### src/rtl/mac_pipe_acc.sv
// rtl/mac_pipe_acc.sv - pipelined multiply-accumulate with stall, clear and sticky overflow
// Optional input and product register stages feed an always-present accumulator stage.
module mac_pipe_acc #(
  parameter int A_WIDTH   = 8,
  parameter int B_WIDTH   = 8,
  parameter int ACC_WIDTH = 32,
  parameter int SIGNED    = 0,
  parameter int IN_REG    = 1,
  parameter int MULT_REG  = 1
) (
  input  logic                 clk,
  input  logic                 rst,
  input  logic                 in_valid,
  input  logic [A_WIDTH-1:0]   a,
  input  logic [B_WIDTH-1:0]   b,
  input  logic [ACC_WIDTH-1:0] c,
  input  logic [1:0]           mode,
  input  logic                 hold,
  input  logic                 clr,
  output logic                 out_valid,
  output logic [ACC_WIDTH-1:0] y,
  output logic                 ovf
);

  localparam int PW  = A_WIDTH + B_WIDTH;
  localparam int MSB = ACC_WIDTH - 1;

  logic [A_WIDTH-1:0]   a_q, a_d;
  logic [B_WIDTH-1:0]   b_q, b_d;
  logic [ACC_WIDTH-1:0] c_q, c_d;
  logic [1:0]           mode_q, mode_d;
  logic                 v1_q, v1_d;

  logic [ACC_WIDTH-1:0] prod_q, prod_d;
  logic [ACC_WIDTH-1:0] c2_q, c2_d;
  logic [1:0]           mode2_q, mode2_d;
  logic                 v2_q, v2_d;

  logic [ACC_WIDTH-1:0] acc_q, acc_d;
  logic                 ovf_q, ovf_d;
  logic                 out_valid_q, out_valid_d;

  logic [A_WIDTH-1:0]   s1_a;
  logic [B_WIDTH-1:0]   s1_b;
  logic [ACC_WIDTH-1:0] s1_c, s2_c;
  logic [1:0]           s1_mode, s2_mode;
  logic                 s1_v, s2_v;
  logic [ACC_WIDTH-1:0] prod_ext, s2_prod;
  logic [PW-1:0]        a_ext, b_ext, prod;
  logic [ACC_WIDTH:0]   sum, diff;
  logic                 add_ovf, sub_ovf;

  always_comb begin
    a_d    = a_q;
    b_d    = b_q;
    c_d    = c_q;
    mode_d = mode_q;
    v1_d   = v1_q;
    if (clr) begin
      v1_d = 1'b0;
    end else if (!hold) begin
      a_d    = a;
      b_d    = b;
      c_d    = c;
      mode_d = mode;
      v1_d   = in_valid;
    end
  end

  assign s1_a    = (IN_REG != 0) ? a_q    : a;
  assign s1_b    = (IN_REG != 0) ? b_q    : b;
  assign s1_c    = (IN_REG != 0) ? c_q    : c;
  assign s1_mode = (IN_REG != 0) ? mode_q : mode;
  assign s1_v    = (IN_REG != 0) ? v1_q   : in_valid;

  // Low PW bits of the product are identical for signed and unsigned once operands are extended.
  always_comb begin
    if (SIGNED != 0) begin
      a_ext = PW'($signed(s1_a));
      b_ext = PW'($signed(s1_b));
    end else begin
      a_ext = PW'(s1_a);
      b_ext = PW'(s1_b);
    end
    prod = a_ext * b_ext;
    if (SIGNED != 0) prod_ext = ACC_WIDTH'($signed(prod));
    else             prod_ext = ACC_WIDTH'(prod);
  end

  always_comb begin
    prod_d  = prod_q;
    c2_d    = c2_q;
    mode2_d = mode2_q;
    v2_d    = v2_q;
    if (clr) begin
      v2_d = 1'b0;
    end else if (!hold) begin
      prod_d  = prod_ext;
      c2_d    = s1_c;
      mode2_d = s1_mode;
      v2_d    = s1_v;
    end
  end

  assign s2_prod = (MULT_REG != 0) ? prod_q  : prod_ext;
  assign s2_c    = (MULT_REG != 0) ? c2_q    : s1_c;
  assign s2_mode = (MULT_REG != 0) ? mode2_q : s1_mode;
  assign s2_v    = (MULT_REG != 0) ? v2_q    : s1_v;

  always_comb begin
    sum  = {1'b0, acc_q} + {1'b0, s2_prod};
    diff = {1'b0, acc_q} - {1'b0, s2_prod};
    if (SIGNED != 0) begin
      add_ovf = (acc_q[MSB] == s2_prod[MSB]) && (sum[MSB] != acc_q[MSB]);
      sub_ovf = (acc_q[MSB] != s2_prod[MSB]) && (diff[MSB] != acc_q[MSB]);
    end else begin
      add_ovf = sum[ACC_WIDTH];
      sub_ovf = diff[ACC_WIDTH];
    end
  end

  always_comb begin
    acc_d       = acc_q;
    ovf_d       = ovf_q;
    out_valid_d = 1'b0;
    if (clr) begin
      acc_d = '0;
      ovf_d = 1'b0;
    end else if (!hold && s2_v) begin
      out_valid_d = 1'b1;
      case (s2_mode)
        2'b00: begin
          acc_d = s2_prod;
          ovf_d = 1'b0;
        end
        2'b01: begin
          acc_d = sum[MSB:0];
          ovf_d = ovf_q | add_ovf;
        end
        2'b10: begin
          acc_d = diff[MSB:0];
          ovf_d = ovf_q | sub_ovf;
        end
        default: begin
          acc_d = s2_c;
          ovf_d = 1'b0;
        end
      endcase
    end
  end

  always_ff @(posedge clk or negedge rst) begin
    if (!rst) begin
      a_q         <= '0;
      b_q         <= '0;
      c_q         <= '0;
      mode_q      <= '0;
      v1_q        <= 1'b0;
      prod_q      <= '0;
      c2_q        <= '0;
      mode2_q     <= '0;
      v2_q        <= 1'b0;
      acc_q       <= '0;
      ovf_q       <= 1'b0;
      out_valid_q <= 1'b0;
    end else begin
      a_q         <= a_d;
      b_q         <= b_d;
      c_q         <= c_d;
      mode_q      <= mode_d;
      v1_q        <= v1_d;
      prod_q      <= prod_d;
      c2_q        <= c2_d;
      mode2_q     <= mode2_d;
      v2_q        <= v2_d;
      acc_q       <= acc_d;
      ovf_q       <= ovf_d;
      out_valid_q <= out_valid_d;
    end
  end

  assign y         = acc_q;
  assign ovf       = ovf_q;
  assign out_valid = out_valid_q;

endmodule

### config.mk
export PLATFORM = sky130hd
export DESIGN_NAME = mac_pipe_acc
export DESIGN_NICKNAME = d
export VERILOG_FILES = /design/src/rtl/mac_pipe_acc.sv
export SDC_FILE = /design/constraint.sdc
export NUM_CORES = 1
export LEC_CHECK = 0
export ABC_AREA = 1
export ABC_CLOCK_PERIOD_IN_PS = 4600
export BUFFER_PORTS_ARGS = -buffer_cell sky130_fd_sc_hd__buf_2
export CAP_MARGIN = 20
export CORE_MARGIN = 5
export CORE_UTILIZATION = 30
export CTS_BUF_LIST = sky130_fd_sc_hd__clkbuf_16
export DETAILED_ROUTE_END_ITERATION = 6
export GPL_TIMING_DRIVEN = 0
export PLACE_DENSITY = 0.44
export SETUP_SLACK_MARGIN = 0.3
export SKIP_CTS_REPAIR_TIMING = 1
export SLEW_MARGIN = 40
export SYNTH_ARGS = -nofsm -noshare
export SYNTH_HDL_FRONTEND = slang
export SYNTH_SLANG_ARGS = --single-unit
### constraint.sdc
create_clock -name clk -period 4.6 [get_ports clk]
set_input_delay 0 -clock clk [delete_from_list [all_inputs] [get_ports clk]]
set_output_delay 0 -clock clk [all_outputs]
set_load 0.02 [all_outputs]
==> results by group <==
Status
  • Status: completed

Floorplan
  • Die span in y: 204.1 microns
  • Die span in x: 204.1 microns
  • Core area: 37400 sq um
  • Die Footprint: 41650 sq um
  • I/O pins: 89
  • Placement Rows: 71
  • Initial Util: 0.3022

STA
  • Final Skew: 0.01234 ns
  • Endpoints failing setup: 0
  • Fmax: 244.1 MHz
  • Slew Limit Fails: 0
  • Final Hold Viols: 0
  • Final total negative setup slack: 0 ns
  • Slew Limit Headroom: 0.5051
  • RSZ-0062 raised after global routing: yes
  • Post-layout minimum cycle time: 4.096 ns
  • Fraction of the cycle the final worst path needs: 0.8904
  • Slew @ Worst Pin: 0.7424 ns
  • Worst setup margin: 0.5041 ns

Global route
  • Initial antenna violation count: 0
  • Vias in the first global route: 10920
  • Global-route wire length before repair: 62790 microns
  • GRT Util Overall: 0.1947
  • Grt total ovfl: 0
  • Largest net degree at the start of global routing: 50

Routing
  • Avg WL per Cell: 16.73 microns
  • First-pass iteration count of the detailed router: 5
  • Vias/cell: 4.632
  • DRC Markers: 0
  • Vias: 11080
  • Detailed Route Iter0 Violations: 624
  • Detail Route Antenna Nets: 0
  • Final WL: 40020 microns

Logic synthesis
  • Synth Warn #: 0
  • Synth Instances: 1702
  • Synth cell types: 48
  • Mapped Area: 11300 sq um
  • Seq cells post-synth: 136
  • Share of flip-flops with an asynchronous set or reset: 1.000
  • Seq/Total Area, Yosys: 0.3011
  • Syn nets: 1867
  • Synthesized area per cell: 6.640 sq um
  • Post-synth EDFFs: 0
  • Post-synth top flop: dfrtp_1

Worst setup path
  • Critical path class: reg -> reg
  • Worst path most repeated cell: fa_1
  • Critical Path Max Stage Delay: 0.56 ns
  • Worst path bufs/invs: 4
  • Critical-path maximum fanout: 9
  • CP endpoint kind: flop
  • Delay-heaviest family, CP: adder cells
  • Slowest stage cell, crit path: fa_1
  • Crit-path cells: clkbuf_4 -> nand2_1 -> inv_1 -> fa_1 -> fa_1 -> fa_1 -> inv_1 -> fa_1 -> inv_1 -> ha_4 -> nand2_1 -> o21ai_0 -> nand2_1 -> o2111ai_1 -> xnor2_1 -> o21ai_0
  • Worst path required time: 4.91 ns
  • CP arrival: 4.40 ns
  • Startpoint Class: flop

Flow run
  • Max Cap Violations: 0

Clock network
  • Max H-tree Level: 4
  • CTS tree: built
  • Maximum clock path buffer count: 2
  • CTS Buf Count: 17
  • CTS root buf: clkbuf_16
  • Clk_lat worst skew: 0.44 ns
  • Worst-path clk slew: 0.07 ns
  • Sink Count: 136

Final layout
  • Final core utilization: 0.3687
  • Footprint of the multi-input gates: 6586 sq um
  • Non-Filler Instances: 2392
  • Most common cell after layout, fill and taps aside: nand2_1
  • Fin nets: 2033
  • Commonest non-fill, non-tap cells in the layout: nand2_1 (617), inv_1 (275), nand3_1 (139)
  • FF+latch area: 3403 sq um
  • Layout cells sized above 1: 0.1090
  • Fillers: 4112
  • Diode count: 0
  • Area growth syn-to-layout: 22.01%

Power and ir drop
  • PD cells: 381.5 nW/um^2
  • Leakage dissipation: 0.007924 uW
  • Total power: 5261 uW
  • Peak supply drop: 0.2746 mV

Placement
  • Post-DP HPWL: 32040 microns
  • IO Port Bufs: 88
  • Cells after DPL: 2304
  • Setup Slack @ Placement: 0.1366 ns
  • Routability cong.: 0.9244

Min path
  • Path category of the worst min-delay check: in -> reg
==> path summary, 6_finish.rpt <==
path,from,endpoint,slack [ns],cells past startpoint
min reg2reg,c_q[16],c_q[16],0.47,2
max reg2reg,a_q[2],prod_q[14],0.50,16
max,a_q[2],prod_q[14],0.50,16
max in group asynchronous,rst,c2_q[28],3.66,4
min in group asynchronous,rst,a_q[2],0.07,2
min,clr,y[1],0.01,4
==> sequential cells by signal, indices dropped and copies added (netlist names) <==
register / cells
c2_q: 32
c_q: 32
y: 32
prod_q: 16
a_q: 8
b_q: 8
mode2_q: 2
mode_q: 2
out_valid: 1
ovf: 1
s1_v: 1
s2_v: 1
==> metrics by stage <==
| step | hold slack, ns | area, sq um |
|---|---|---|
| 5_1_grt | 0.01702 | 13790 |
| 2_1_floorplan | -0.2956 | 11300 |
| 4_1_cts | -0.5325 | 13080 |
| 6_report | 0.009662 | 13790 |
| 3_3_place_gp | 0.2030 | 12380 |
| 3_5_place_dp | -0.05987 | 12450 |
==> power breakdown <==
part	total [uW]	internal, uW	switching, uW
Sequential	1480	1360	120
Combinational	2280	794	1490
Clock	1500	909	592
Total	5260	3060	2200
==> logic make-up (layout without fill, tap and decap cells) <==
family          Yosys count  after routing  synth area share
simple gates            897            897            0.3259
fa+ha+maj               110            110            0.1470
xor+xnor                  7              7          0.005425
compound gates          193            193           0.09443
flops                   136            136            0.3011
buf+inv                 359            538            0.1261
==> Yosys cell counts, drive strengths merged (5+ instances only) <==
library cell,count,area share
nand2,621,0.21
inv,284,0.094
nand3,140,0.062
dfrtp,136,0.30
nor2,94,0.032
o21ai,83,0.037
a21oi,74,0.033
ha,72,0.080
clkbuf,47,0.016
fa,38,0.067
buf,27,0.016
nor3,21,0.013
o211ai,10,0.0066
nand4,8,0.0044
o21bai,6,0.0040
xor2,6,0.0046
o2111ai,5,0.0039
or2,5,0.0028
==> worst reg2reg max path, stage by stage, from the launching register on <==
cell	delay, ns
dfrtp_1	0.37
clkbuf_4	0.19
nand2_1	0.08
inv_1	0.05
fa_1	0.51
fa_1	0.52
fa_1	0.56
inv_1	0.06
fa_1	0.52
inv_1	0.06
ha_4	0.29
nand2_1	0.09
o21ai_0	0.24
nand2_1	0.09
o2111ai_1	0.10
xnor2_1	0.15
o21ai_0	0.09
==> metal layers <==
metal / up-vias / part of all wire / GRT usage
met2: 228 / 0.47 / 0.3215
met5: - / 0 / 0
li1: 5609 / - / -
met4: 0 / 0.022 / 0.05791
met3: 42 / 0.035 / 0.02412
met1: 5200 / 0.47 / 0.2685
==> cell type report <==
type                            instances  area share
Buffer                                 74     0.02849
Multi-Input combinational cell       1207      0.4776
Tap cell                              511     0.04637
Inverter                              285     0.07758
Timing Repair Buffer                  147     0.07767
Sequential cell                       136      0.2468
Clock buffer                           17     0.03085
Clock inverter                         15     0.01461
(Power assumes the default switching activity.)
